### src/rtl/field_fade_ctrl.sv
// Pixel-path brightness sequencer: palette index pass-through, RGB scaling by a
// global level, and a frame-synchronised fade-out / hold-black / fade-in sequence.
module field_fade_ctrl #(
  parameter int FRAMES_PER_STEP = 4,
  parameter int HOLD_FRAMES     = 60
) (
  input  logic       Clk,
  input  logic       Reset,
  input  logic       frame_start,
  input  logic       start,
  input  logic [3:0] pix_index,
  input  logic       blank,
  output logic [3:0] pal_index,
  input  logic [3:0] pal_red,
  input  logic [3:0] pal_green,
  input  logic [3:0] pal_blue,
  output logic [3:0] red,
  output logic [3:0] green,
  output logic [3:0] blue,
  output logic       busy,
  output logic       black_pulse,
  output logic [3:0] level,
  output logic [1:0] state_dbg
);

  localparam int FCW = (FRAMES_PER_STEP > 1) ? $clog2(FRAMES_PER_STEP) : 1;
  localparam int HCW = (HOLD_FRAMES > 1) ? $clog2(HOLD_FRAMES) : 1;
  localparam logic [FCW-1:0] FC_LAST = FCW'(FRAMES_PER_STEP - 1);
  localparam logic [HCW-1:0] HC_LAST = HCW'(HOLD_FRAMES - 1);

  localparam logic [1:0] S_IDLE     = 2'd0;
  localparam logic [1:0] S_FADE_OUT = 2'd1;
  localparam logic [1:0] S_HOLD     = 2'd2;
  localparam logic [1:0] S_FADE_IN  = 2'd3;

  logic [1:0]     state_q, state_d;
  logic [3:0]     level_q, level_d;
  logic [FCW-1:0] fcnt_q, fcnt_d;
  logic [HCW-1:0] hcnt_q, hcnt_d;
  logic           busy_q, busy_d;
  logic           bp_q, bp_d;
  logic [3:0]     red_q, red_d;
  logic [3:0]     green_q, green_d;
  logic [3:0]     blue_q, blue_d;

  // (c * (level + 1)) >> 4; the 8-bit product never overflows (15 * 16 = 240).
  function automatic logic [3:0] scale(input logic [3:0] c, input logic [3:0] l);
    logic [7:0] prod;
    prod = {4'b0000, c} * ({4'b0000, l} + 8'd1);
    return prod[7:4];
  endfunction

  always_comb begin
    state_d = state_q;
    level_d = level_q;
    fcnt_d  = fcnt_q;
    hcnt_d  = hcnt_q;
    bp_d    = 1'b0;
    case (state_q)
      S_IDLE: begin
        if (start) begin
          state_d = S_FADE_OUT;
          fcnt_d  = '0;
        end
      end
      S_FADE_OUT: begin
        if (frame_start) begin
          if (fcnt_q == FC_LAST) begin
            fcnt_d  = '0;
            level_d = level_q - 4'd1;
            if (level_q == 4'd1) begin
              state_d = S_HOLD;
              hcnt_d  = '0;
              bp_d    = 1'b1;
            end
          end else begin
            fcnt_d = fcnt_q + 1'b1;
          end
        end
      end
      S_HOLD: begin
        // The frame_start seen with the counter already at its last value ends the hold.
        if (frame_start) begin
          if (hcnt_q == HC_LAST) begin
            state_d = S_FADE_IN;
            fcnt_d  = '0;
            hcnt_d  = '0;
          end else begin
            hcnt_d = hcnt_q + 1'b1;
          end
        end
      end
      S_FADE_IN: begin
        if (frame_start) begin
          if (fcnt_q == FC_LAST) begin
            fcnt_d  = '0;
            level_d = level_q + 4'd1;
            if (level_q == 4'd14) begin
              state_d = S_IDLE;
            end
          end else begin
            fcnt_d = fcnt_q + 1'b1;
          end
        end
      end
      default: begin
        state_d = S_IDLE;
        level_d = 4'd15;
        fcnt_d  = '0;
        hcnt_d  = '0;
      end
    endcase
    busy_d = (state_d != S_IDLE);
  end

  always_comb begin
    red_d   = 4'd0;
    green_d = 4'd0;
    blue_d  = 4'd0;
    if (!blank) begin
      red_d   = scale(pal_red, level_q);
      green_d = scale(pal_green, level_q);
      blue_d  = scale(pal_blue, level_q);
    end
  end

  always_ff @(posedge Clk or posedge Reset) begin
    if (Reset) begin
      state_q <= S_IDLE;
      level_q <= 4'd15;
      fcnt_q  <= '0;
      hcnt_q  <= '0;
      busy_q  <= 1'b0;
      bp_q    <= 1'b0;
      red_q   <= 4'd0;
      green_q <= 4'd0;
      blue_q  <= 4'd0;
    end else begin
      state_q <= state_d;
      level_q <= level_d;
      fcnt_q  <= fcnt_d;
      hcnt_q  <= hcnt_d;
      busy_q  <= busy_d;
      bp_q    <= bp_d;
      red_q   <= red_d;
      green_q <= green_d;
      blue_q  <= blue_d;
    end
  end

  assign pal_index   = pix_index;
  assign red         = red_q;
  assign green       = green_q;
  assign blue        = blue_q;
  assign busy        = busy_q;
  assign black_pulse = bp_q;
  assign level       = level_q;
  assign state_dbg   = state_q;

endmodule
### config.mk
export PLATFORM = sky130hd
export DESIGN_NAME = field_fade_ctrl
export DESIGN_NICKNAME = d
export VERILOG_FILES = /design/src/rtl/field_fade_ctrl.sv
export SDC_FILE = /design/constraint.sdc
export NUM_CORES = 1
export LEC_CHECK = 0
export ABC_AREA = 1
export CAP_MARGIN = 25
export CORE_ASPECT_RATIO = 0.7
export CORE_MARGIN = 2
export CORE_UTILIZATION = 57
export DETAILED_ROUTE_END_ITERATION = 7
export PLACE_DENSITY = 0.84
export SYNTH_ARGS = -nofsm -noshare
export SYNTH_HDL_FRONTEND = slang
export SYNTH_SLANG_ARGS = --single-unit
### constraint.sdc
create_clock -name Clk -period 5 [get_ports Clk]
set_input_delay 1 -clock Clk [delete_from_list [all_inputs] [get_ports Clk]]
set_output_delay 1 -clock Clk [all_outputs]
set_load 0.02 [all_outputs]
### Word level (Yosys, flattened, before mapping)

Cells that the tools add are included.

| storage, ports and cells | value |
|---|---|
| logic and storage cells | 75 |
| register bits | 28 |
| output and inout bits | 24 |

| operators by class | value |
|---|---|
| muxes and demuxes | 34 |
| equality and inequality tests | 16 |
| reduce and logical (&&, ||, !) cells | 8 |
| $add $sub $neg | 5 |
| $mul | 3 |

Operators with widths:

| operator | number |
|---|---|
| $mux 6 | 5 |
| $mux 2 | 14 |
| $mux 4 | 7 |
| $mul 4x8->8 | 2 |
| $ne 2x2->1 const B | 8 |
| $pmux 6 s2 | 1 |
| $reduce_and 5->1 | 2 |
| $mul 4x5->8 | 1 |
| $pmux 2 s4 | 1 |
| $pmux 4 s2 | 1 |
| $add 6x1->6 const B | 1 |
| $eq 2x2->1 const B | 3 |
| $eq 6x6->1 const B | 1 |
| $pmux 2 s3 | 1 |
| $reduce_bool 2->1 | 3 |
| $add 4x1->5 const B | 1 |
| $add 4x1->4 const B | 1 |
| $eq 4x1->1 const B | 1 |
| $eq 4x4->1 const B | 1 |
| $mux 1 | 4 |
| $reduce_and 4->1 | 1 |
| $sub 4x1->4 const B | 1 |
| $add 2x1->2 const B | 1 |
| $eq 2x1->1 const B | 1 |
| 3 further kinds | 3 |

### Logic depth before layout (Yosys ltp)

| logic depth | value |
|---|---|
| depth after elaboration | 6 |
| gate-level depth with buffers | 19 |

### Worst setup path before layout

OpenSTA, ideal clock, no wires.

| timing path | value |
|---|---|
| path kind | reg-to-reg |
| start | register level_q[0] (netlist: level[0]) |
| end | register green_q[1] (netlist: green[1]) |
| path buffers | 1 |
| setup slack | 1.647 ns |
| arrival | 3.233 ns |
| cell stages (with the launch flop) | 17 |
| cell sequence | dfstp_2 inv_2 ha_1 buf_2 nand2_1 inv_1 fa_1 inv_1 fa_1 inv_1 ha_1 nand2_1 inv_1 nand3_1 nand2_1 o21ai_0 nor2_1 |

| between the ends | value |
|---|---|
| longest elaborated chain between the ends | 3 |

RTL lines:

| what | line | source |
|---|---|---|
| from (decl) | 37 | `logic [3:0] level_q, level_d;` |
| from (signal assigned) | 140 | `level_q <= level_d;` |
| $add 4x1->5 | 49 | `prod = {4'b0000, c} * ({4'b0000, l} + 8'd1);` |
| $mul 4x8->8 | 49 |  |
| $mux 4 | 120 | `if (!blank) begin` |
| net green_d[1] | 43 | `logic [3:0] green_q, green_d;` |
| to (signal assigned) | 146 | `green_q <= green_d;` |
| to (decl) | 43 |  |

The timed path passes the listed nets, and every way through them passes these cells.
A chain may end at the register's enable or synchronous reset.

### Final worst setup path

| timing path | value |
|---|---|
| start | register level_q[0] (netlist: level[0]) |
| end | register red_q[1] (netlist: red[1]) |

| between the ends | value |
|---|---|
| longest elaborated chain between the ends | 3 |

RTL lines:

| what | line | source |
|---|---|---|
| $add 4x1->5 | 49 |  |
| $mul 4x8->8 | 49 |  |
| $mux 4 | 120 |  |
| net red_d[1] | 42 | `logic [3:0] red_q, red_d;` |
| to (signal assigned) | 145 | `red_q <= red_d;` |
| to (decl) | 42 |  |

The timed path passes the listed nets, and every way through them passes these cells.

==> flow_summary.json <==
{
  "report.final.slew_viol_count": 0,
  "ios": 45,
  "worstPathRequired_ps": 5180,
  "numCtsBuffers": 3,
  "synth_seq_cells": 28,
  "crit_type": "register to register",
  "hold_viol": 0,
  "io_buffers": 36,
  "chipHeight_um": 63.9,
  "via_per_inst": 5.06,
  "numClockSinks": 28,
  "path_delay_family": "adder cells",
  "max_freq_mhz": 274,
  "worstMarginPinSlew_ps": 474,
  "netlist_area_mm2": 0.00292,
  "grt_overflow": 0,
  "cts_setup_buffers": 0,
  "vias": 2587,
  "synth_edf_count": 0,
  "finClkSkew_ps": 4.13,
  "fin_crit_ps": 3650,
  "drt_wl_total_mm": 6.18,
  "start_kind": "register",
  "hold_path.class": "register to register",
  "setup_slack_ps": 1350,
  "dieArea_mm2": 0.00573,
  "path_clk_slew_ps": 100,
  "path_max_fanout": 11,
  "grt_pass1_vias": 2583,
  "arrival_ps": 3830,
  "cts_tree": "yes",
  "htreeDepth": 1,
  "cpPeakStageDelay_ps": 660,
  "ir_worst_vdd_mv": 0.134,
  "wire_per_inst_um": 12.1,
  "power.density_mw_per_mm2": 206,
  "worstHoldStart": "hcnt_q[5]",
  "holdWs_ps": 551,
  "drc_errors": 0,
  "drt_iter0_drc": 135,
  "postCtsHoldBufs": 0,
  "ys.flop_type": "dfrtp_1",
  "worst-path-buf-inv": 5,
  "synth_fp_nets": 477,
  "rows": 21,
  "regToRegStartpoint": "level[0]",
  "core_area_mm2": 0.00486,
  "grt_setup_unrepaired": "no",
  "seq_area_frac_synth": 0.241,
  "yosysWarnings": 0,
  "final_area_mm2": 0.00337,
  "finalNonFillerCells": 511,
  "drive_gt1_frac": 0.0611,
  "post_cts_resized": 0,
  "postRouteAntennaNets": 0,
  "die_w_um": 89.6,
  "grt_first_pass_wirelength_mm": 10.9,
  "cts_buffer_depth": 2,
  "end_kind": "register",
  "grt_max_degree": 29,
  "cts-root-buf": "clkbuf_8",
  "finalCritPeriodShare": 0.730,
  "max_slew_margin": 0.682,
  "setup_viol": 0,
  "final_common_cell": "nand2_1",
  "area_growth_pct": 15.4,
  "path_cells": "inv_2 > ha_1 > nand2_1 > inv_1 > fa_1 > inv_1 > fa_1 > inv_1 > ha_1 > nand2_1 > inv_1 > nand3_1 > nand2_1 > o21ai_0 > nor2_1",
  "cpMaxStageDelayCell": "dfstp_2",
  "cp_common_cell": "inv_1",
  "diodes": 0,
  "place_area_mm2": 0.00333,
  "synthCells": 408,
  "cap_viol_max_count": 0,
  "clk_latency_ps": 280,
  "startpoint": "level[0]",
  "place_ws_ps": 1190,
  "ys_types": 30,
  "drt_first_pass_iters": 4,
  "grt_usage": 0.242,
  "layout_common_cells": "nand2_1 (103), inv_1 (73), nor2_1 (49), clkdlybuf4s50_1 (36), ha_1 (33)",
  "dp_hpwl_mm": 4.99,
  "antenna_found_initial": 0,
  "fin_nets": 513,
  "async_flop_share": 1.00,
  "syn_area_per_cell_um2": 7.17,
  "initial_core_util": 0.602,
  "status": "completed",
  "gp_congestion": 0.846,
  "dp.cells": 508,
  "tns_ps": 0,
  "p_leak_nw": 1.87
}
## per-layer routing
layer  global-route usage  wire, um  vias to the layer above
li1                     -         -                     1322
met1                0.333      2900                     1204
met2                0.391      2840                       54
met3               0.0401       373                        7
met4               0.0690        64                        0
met5                    0         0                        -
## tightest hold or removal path: cells and delay by family, from the launching register on
kind             cells  cell delay [ps]
flip-flops           1              400
AND/OR/NAND/NOR      2              130
## cell families after synthesis
family,Yosys count,synth area share
AND/OR/NAND/NOR,198,0.288
buffers and inverters,84,0.116
adder cells (fa/ha/maj),48,0.244
AO/OA/AOI/OAI,38,0.0719
flip-flops,28,0.241
XOR/XNOR,12,0.0385
## sequential cells by signal, summed over array words and instances, names as in the netlist
signal / flops
red: 4
fcnt_q: 2
black_pulse: 1
state_dbg: 2
level: 4
hcnt_q: 6
busy: 1
blue: 4
green: 4
## cell type report
| type | count | area [um2] |
|---|---|---|
| timing repair buffer | 37 | 368 |
| multi-input combinational | 296 | 1880 |
| tap | 69 | 86.3 |
| sequential | 28 | 706 |
| fill | 411 | 1490 |
| inverter | 78 | 293 |
| clock buffer | 3 | 41.3 |
## metrics by stage
stage / total power [mW] / util
after detailed placement: 0.570 / 0.685
after CTS: 0.699 / 0.694
after global placement: 0.560 / 0.685
after global routing: 0.752 / 0.694
final: 0.694 / 0.694
after floorplan: 0.483 / -
## power by group
part	switching, mW	internal [mW]
clock	0.0724	0.0543
combinational	0.158	0.127
sequential	0.0240	0.258
## cell usage after synthesis, types with 5 or more instances
library cell	instances	share of area
nand2_1	103	0.13
inv_1	73	0.094
nor2_1	49	0.063
ha_1	33	0.14
nand3_1	26	0.044
dfrtp_1	24	0.21
fa_1	15	0.10
o21ai_0	15	0.026
a21oi_1	14	0.024
o21ai_1	6	0.010
xor2_1	6	0.018
inv_2	5	0.0064
xnor2_1	5	0.015
## path summary, 6_finish.rpt
| check | slack (ps) | cells past startpoint | to |
|---|---|---|---|
| worst max-delay path | 1350 | 15 | red[1] |
| worst min-delay path | 550 | 2 | hcnt_q[5] |
| worst max register to register | 1350 | 15 | red[1] |
| worst min register to register | 550 | 2 | hcnt_q[5] |
| max in group asynchronous | 3590 | 3 | level[0] |
| min in group asynchronous | 1090 | 3 | green[2] |
(Power assumes the default switching activity.)
